`src/rtl/am_lock_rx.sv`:
```
// Per-lane 40GBASE-R alignment-marker lock: finds the periodic AM, identifies the PCS lane,
// tracks lock/loss and forwards blocks with one register stage, flagging marker positions.
module am_lock_rx #(
  parameter int DATA_W    = 64,
  parameter int HEAD_W    = 2,
  parameter int AM_PERIOD = 16384,
  parameter int INVLD_MAX = 4
) (
  input  logic              clk,
  input  logic              nreset,
  input  logic              block_lock_i,
  input  logic              valid_i,
  input  logic [HEAD_W-1:0] head_i,
  input  logic [DATA_W-1:0] data_i,
  output logic              valid_o,
  output logic [HEAD_W-1:0] head_o,
  output logic [DATA_W-1:0] data_o,
  output logic              am_v_o,
  output logic              am_lock_o,
  output logic [1:0]        lane_id_o
);

  localparam int CNT_W = $clog2(AM_PERIOD);
  localparam int INV_W = $clog2(INVLD_MAX + 1);

  typedef enum logic [1:0] {FIND, COUNT_1, LOCKED} state_t;

  state_t            state_q, state_d;
  logic [CNT_W-1:0]  cnt_q, cnt_d;
  logic [INV_W-1:0]  invld_q, invld_d, invld_inc;
  logic [1:0]        cand_q, cand_d;
  logic [1:0]        lane_q, lane_d;
  logic              lock_q, lock_d;
  logic              am_v_q, am_v_d;
  logic              valid_q;
  logic [HEAD_W-1:0] head_q;
  logic [DATA_W-1:0] data_q;

  logic              match_v;
  logic [1:0]        match_id;
  logic              slot;

  // Marker bytes {M2,M1,M0} of each PCS lane, byte 0 in the low bits.
  function automatic logic [23:0] am_pattern(input logic [1:0] id);
    logic [23:0] pat;
    case (id)
      2'd0:    pat = 24'h47_76_90;
      2'd1:    pat = 24'hE6_C4_F0;
      2'd2:    pat = 24'h9B_65_C5;
      default: pat = 24'h3D_79_A2;
    endcase
    return pat;
  endfunction

  // Bytes 3 and 7 carry BIP and are deliberately left out of the match.
  always_comb begin
    match_v  = 1'b0;
    match_id = 2'd0;
    if (valid_i && head_i == HEAD_W'(2'b01)) begin
      for (int l = 0; l < 4; l++) begin
        if (data_i[23:0] == am_pattern(2'(l)) && data_i[55:32] == ~am_pattern(2'(l))) begin
          match_v  = 1'b1;
          match_id = 2'(l);
        end
      end
    end
  end

  assign slot      = valid_i && (cnt_q == CNT_W'(AM_PERIOD - 1));
  assign invld_inc = invld_q + INV_W'(1);

  always_comb begin
    state_d = state_q;
    cnt_d   = cnt_q;
    invld_d = invld_q;
    cand_d  = cand_q;
    lane_d  = lane_q;
    lock_d  = lock_q;
    am_v_d  = 1'b0;
    if (!block_lock_i) begin
      state_d = FIND;
      cnt_d   = '0;
      invld_d = '0;
      lock_d  = 1'b0;
    end else if (valid_i) begin
      cnt_d = slot ? '0 : cnt_q + CNT_W'(1);
      case (state_q)
        FIND: begin
          if (match_v) begin
            cand_d  = match_id;
            cnt_d   = '0;
            state_d = COUNT_1;
          end
        end
        COUNT_1: begin
          if (slot) begin
            if (match_v && match_id == cand_q) begin
              state_d = LOCKED;
              lock_d  = 1'b1;
              lane_d  = cand_q;
              invld_d = '0;
              am_v_d  = 1'b1;
            end else if (match_v) begin
              cand_d = match_id;
              cnt_d  = '0;
            end else begin
              state_d = FIND;
            end
          end
        end
        LOCKED: begin
          if (slot) begin
            if (match_v && match_id == lane_q) begin
              invld_d = '0;
              am_v_d  = 1'b1;
            end else if (invld_inc == INV_W'(INVLD_MAX)) begin
              state_d = FIND;
              lock_d  = 1'b0;
              invld_d = '0;
            end else begin
              // A bad marker still sits in a marker slot, so deskew keeps seeing it.
              invld_d = invld_inc;
              am_v_d  = 1'b1;
            end
          end
        end
        default: state_d = FIND;
      endcase
    end
  end

  always_ff @(posedge clk) begin
    if (!nreset) begin
      state_q <= FIND;
      cnt_q   <= '0;
      invld_q <= '0;
      cand_q  <= '0;
      lane_q  <= '0;
      lock_q  <= 1'b0;
      am_v_q  <= 1'b0;
      valid_q <= 1'b0;
      head_q  <= '0;
      data_q  <= '0;
    end else begin
      state_q <= state_d;
      cnt_q   <= cnt_d;
      invld_q <= invld_d;
      cand_q  <= cand_d;
      lane_q  <= lane_d;
      lock_q  <= lock_d;
      am_v_q  <= am_v_d;
      valid_q <= valid_i;
      head_q  <= head_i;
      data_q  <= data_i;
    end
  end

  assign valid_o   = valid_q;
  assign head_o    = head_q;
  assign data_o    = data_q;
  assign am_v_o    = am_v_q;
  assign am_lock_o = lock_q;
  assign lane_id_o = lane_q;

endmodule

```
`config.mk`:
```
export PLATFORM = sky130hd
export DESIGN_NAME = am_lock_rx
export DESIGN_NICKNAME = d
export VERILOG_FILES = /design/src/rtl/am_lock_rx.sv
export SDC_FILE = /design/constraint.sdc
export NUM_CORES = 1
export LEC_CHECK = 0
export BUFFER_PORTS_ARGS = -buffer_cell sky130_fd_sc_hd__buf_2
export CAP_MARGIN = 0
export CORE_UTILIZATION = 49
export DETAILED_ROUTE_END_ITERATION = 6
export GPL_TIMING_DRIVEN = 0
export HOLD_SLACK_MARGIN = 0.12
export PLACE_DENSITY = 0.8
export SLEW_MARGIN = 0
export SYNTH_ARGS = -nofsm -noshare
export SYNTH_HDL_FRONTEND = slang
export SYNTH_SLANG_ARGS = --single-unit
```
`constraint.sdc`:
```
create_clock -name clk -period 3.4 [get_ports clk]
set_clock_uncertainty 0.15 [all_clocks]
set_input_delay 0.51 -clock clk [delete_from_list [all_inputs] [get_ports clk]]
set_output_delay 0.51 -clock clk [all_outputs]
set_load 0.01 [all_outputs]
```
Word-level counts from Yosys, hierarchy flattened
Cells that the tools add are included.

Word-level logic and storage cells: 105. Input port bits: 70. Register bits after elaboration: 92.

Add/subtract/negate cells: 2. Bitwise gates (word level): 4. Multiplexer cells: 48. Eq/ne operators: 23. Reductions and logical operators: 18.

Operator list (count): $eq A24 B24 Y1 (8); $mux W24 (4); $not A24 Y24 (4); $mux W14 (4); $pmux W14 S2 (1); $mux W2 (13); $mux W1 (16); $mux W3 (5); $reduce_and A5 Y1 (3); $add A14 B1 Y14 const B (1); $eq A14 B14 Y1 const B (1); $ne A2 B2 Y1 const B (7); $reduce_and A7 Y1 (2); $logic_and A1 B1 Y1 (8); $pmux W2 S3 (1); $pmux W3 S2 (1); $eq A2 B1 Y1 const B (2); $eq A2 B2 Y1 (2); $pmux W1 S2 (2); $pmux W2 S2 (1); $reduce_bool A2 Y1 (2); $add A3 B1 Y3 const B (1); $eq A3 B3 Y1 const B (1); $ne A3 B3 Y1 const B (1); 4 further kinds (4).

Depth between registers and ports, before layout
Word-level depth: 15. Gate-level depth with buffers: 11.

Worst setup path before layout
No wires, ideal clock.

Kind: in2reg. Start point: input data_i[19]. End point: register invld_q[0]. Stages on the path: 8. Path slack: 0.402 ns. Data required time: 3.179 ns. Arrival time: 2.777 ns. Path through: or4b_4 -> nor4_4 -> o21ai_2 -> a2111oi_4 -> or3_4 -> a41oi_4 -> or4b_1 -> a21oi_1.

Longest elaborated chain between the ends: 11. Elaborated cells between the ends (all ways): 26. Classes of those cells: eq/ne (7); mux (12); reduce/logical (7).

Ends and longest elaborated chain: from (decl) (RTL line 14) `input logic [DATA_W-1:0] data_i,`; $eq A24 B24 Y1 (RTL line 61) `if (data_i[23:0] == am_pattern(2'(l)) && data_i[55:32] == ~am_pattern(2'(l))) begin`; $logic_and A1 B1 Y1 (RTL line 61); $mux W1 (RTL line 61); $mux W2 or $mux W1 (tied branches) (2 in a row) (RTL line 61); $mux W2 or $mux W1 (tied branches) (RTL line 59, 61); $eq A2 B2 Y1 or $mux W1 (tied branches) (RTL line 113, 59); $logic_and A1 B1 Y1 (RTL line 113) `if (match_v && match_id == lane_q) begin`; $mux W3 (RTL line 113); $mux W3 (RTL line 112) `if (slot) begin`; $pmux W3 S2 (RTL line 87) `case (state_q)`; to (signal assigned) (RTL line 147) `invld_q <= invld_d;`; to (decl) (RTL line 30) `logic [INV_W-1:0] invld_q, invld_d, invld_inc;`.

Parallel ways exist; a longest one is shown, timed or not. The select of a mux whose other input is x is not followed. A chain may end at the register's enable or synchronous reset.

Worst setup path in the final report
Start point: input data_i[40]. End point: register cnt_q[3].

Longest elaborated chain between the ends: 11. Elaborated cells between the ends (all ways): 23. Classes of those cells: eq/ne (5); mux (13); reduce/logical (5).

Ends and longest elaborated chain: $eq A24 B24 Y1 (RTL line 61); $logic_and A1 B1 Y1 (RTL line 61); $mux W1 (RTL line 61); $mux W1 or $mux W2 (tied branches) (2 in a row) (RTL line 61); $mux W1 or $mux W2 (tied branches) (RTL line 61, 59); $mux W1 or $eq A2 B2 Y1 (tied branches) (RTL line 59, 97); $mux W14 or $logic_and A1 B1 Y1 (tied branches) (RTL line 89, 103, 97); $mux W14 (RTL line 97) `if (match_v && match_id == cand_q) begin`; $mux W14 (RTL line 96) `if (slot) begin`; $pmux W14 S2 (*) (RTL line 87); to (signal assigned) (RTL line 146) `cnt_q <= cnt_d;`; to (decl) (RTL line 29) `logic [CNT_W-1:0] cnt_q, cnt_d;`.

Every way passes the cells marked *; elsewhere a longest branch is shown, timed or not.

==> results.toml <==
[final_layout]
layout.nets = 612
syn_to_final_growth_pct = 27.49
drive_above_1_share = 0.3198
fill_cells = 612
antenna_cells = 0
final_area_um2 = 4833
utilization = 0.6559

[clocking]
cts.sinks = 92
clock-root-buffer = "clkbuf_8"
cts_tree = "done"
clkTransAtPathRegs_ps = 100
insertion_delay_ps = 370
cts_setup_buffers = 0
cts_hold_buf = 0
cts_made_buffers = 9
cts_max_path_buffers = 2
htree_levels = 3
cts_resized = 0

[timing]
rsz0062_at_grt = "false"
slew_headroom = 0.6826
fin_crit_ps = 3172
fmax_ghz = 0.3153
maxSlewViolCount = 0
tns_ps = 0
worstMarginPinSlew_ps = 476.2
finalCritPeriodShare = 0.9328
setup_violations = 0
hold_violations = 0

[setup_path]
crit_path_max_incr_delay_ps = 430
path_common_cell = "nor2_1"
reg2reg_slack_ps = 350
cp.required_ps = 3490
critical_path_class = "input port to flip-flop"
cp_slowest_cell = "a21oi_2"
cp_top_family = "simple AND/OR/NAND/NOR gates"
crit_chain = "buf_2 -> nor4b_2 -> nand3_1 -> nor4_4 -> nor2_1 -> a21oi_2 -> nor2b_1 -> nor2_1 -> clkbuf_1 -> nand4b_1 -> a21oi_1"
worstPathMaxFanout = 10
critPathCaptureType = "flip-flop"
setup.worst_path.start_class = "input port"
cp.arrival_ps = 3270
crit_buf_inv = 2

[yosys]
async_reset_ff_frac = 0
synth.distinct_cells = 53
syn-instance-count = 385
synth_area_leaders = "dfxtp_1 (49%), and2_1 (11%), nand2_1 (3.0%)"
synth_top_area_cell = "dfxtp_1"
synth_area_per_cell_um2 = 9.847
synth_area_um2 = 3791
ys_ff_latch = 92
synth_top_area_share = 0.4858
seq_area_frac_synth = 0.4858
synth-edff-count = 0
ys_warn_count = 0
synth_flop_cell = "dfxtp_1"
postSynthNetCount = 461

[route]
drt_first_pass_iters = 4
wirelength_um = 9296
drtIter0Drc = 187
dr_total_vias = 3403
drtAntennaViolNets = 0
wl_per_cell_um = 14.53
vias_per_cell = 5.317
drc = 0

[grt]
grt_usage = 0.2356
use_met2 = 0.3788
overflow = 0
use_met3 = 0.06091
antenna_found_initial = 0
grt_pass1_wl_um = 15300
use_met1 = 0.3092
grt_max_degree = 19
grt_pass1_vias = 3257
busiest_layer = "met2"

[placed_design]
portBuffers = 140
dp_hpwl_um = 7219
placed_area_um2 = 4616
gp_congestion = 0.8884

[die]
pin_count = 141
start_util = 0.5144
core_area_um2 = 7370
die_w_um = 89.96
rows = 31
dieHeight_um = 89.96
die_area_um2 = 8093

[power]
p_leak_nw = 2.166
power_density_nw_per_um2 = 437.0
ir_worst_vdd_uv = 310.2

[run_status]
status = "completed"

[job]
maxCapViolCount = 0

[min_path]
hold_path.class = "input port to flip-flop"
where the power goes:
group / total [mW] / switching [mW] / internal, mW
Sequential: 1.13 / 0.00963 / 1.12
Combinational: 0.196 / 0.103 / 0.0924
Clock: 0.787 / 0.428 / 0.360
Total: 2.11 / 0.540 / 1.57
cell usage after synthesis (2+ instances only):
cell type,count
inv_1,7
nor4bb_1,4
clkbuf_1,14
and2_1,67
nor4b_1,3
nand2_1,30
and3_1,13
ha_1,6
and4bb_1,4
a21oi_1,19
o211ai_1,4
nand3_1,15
nor4_4,2
mux2i_1,5
and4bb_2,3
nor2_1,11
xor2_1,3
and4b_1,7
nand4_1,7
o21ai_0,12
dfxtp_1,92
o22ai_1,2
nand3b_1,3
nand2b_1,4
nor3_1,7
nor4_1,2
nor2b_1,3
a31o_2,2
a211oi_1,2
nand4b_1,9
placed cells by master, fill, tap and decap left out, types with 11 or more instances in the layout:
master,Yosys,layout
and2_1,67,67
a21oi_1,19,19
buf_2,0,140
nand3_1,15,15
clkbuf_1,14,14
dfxtp_1,92,92
and3_1,13,13
nor2_1,11,11
o21ai_0,12,12
nand2_1,30,30
logic make-up (layout without fill, tap and decap cells):
kind of cell | Yosys count | after routing | synth area share
compound gates | 52 | 52 | 0.09505
xor+xnor | 4 | 4 | 0.009243
fa+ha+maj | 6 | 6 | 0.01980
buf+inv | 22 | 178 | 0.02178
flops | 92 | 92 | 0.4858
mux | 5 | 5 | 0.01320
simple gates | 204 | 204 | 0.3551
area by class of cell:
cell class	instances	area [um^2]	area share
flip-flops and latches	92	1842	0.3811
inverters	7	26.28	0.005436
repair buffers	140	700.7	0.1450
well taps	99	123.9	0.02563
clock inverters	7	93.84	0.01941
multi-input cells	271	1867	0.3862
clock buffers	9	123.9	0.02563
plain buffers	15	56.30	0.01165
layer usage:
| layer | share of wire | vias to the layer above |
|---|---|---|
| met4 | 0.014 | 0 |
| li1 | - | 1678 |
| met5 | 0 | - |
| met1 | 0.46 | 1579 |
| met2 | 0.46 | 135 |
| met3 | 0.070 | 11 |
worst reg2reg max path, stage by stage, from the launching register on:
cell,delay [ps]
dfxtp_1,380
ha_1,200
and3_1,210
and3_1,220
nand4_1,170
nor2_1,270
and3_1,200
clkbuf_1,300
a41oi_4,210
or4b_1,530
a21oi_1,150
per-stage QoR:
stage,hold WS (ps),power [mW],setup WS [ps],cells
floorplan,294.0,1.239,401.9,385
global placement,306.2,1.345,-18.67,624
detailed placement,315.5,1.350,-74.50,624
CTS,179.3,2.126,306.2,640
global route,178.8,2.195,5.901,640
finish,188.8,2.112,228.4,640
worst paths after layout:
kind / depth (start not counted) / from / endpoint
worst max register to register: 10 / cnt_q[0] / invld_q[0]
worst max-delay path: 11 / data_i[40] / cnt_q[3]
worst min-delay path: 2 / data_i[59] / data_o[59]
worst min register to register: 2 / cnt_q[2] / cnt_q[2]
state kept, by name, indices dropped and copies added (netlist names):
name and count:
data_o 64, cnt_q 14, am_lock_o 1, valid_o 1, cand_q 2, am_v_o 1
head_o 2, lane_id_o 2, state_q 2, invld_q 3
(Power assumes the default switching activity.)
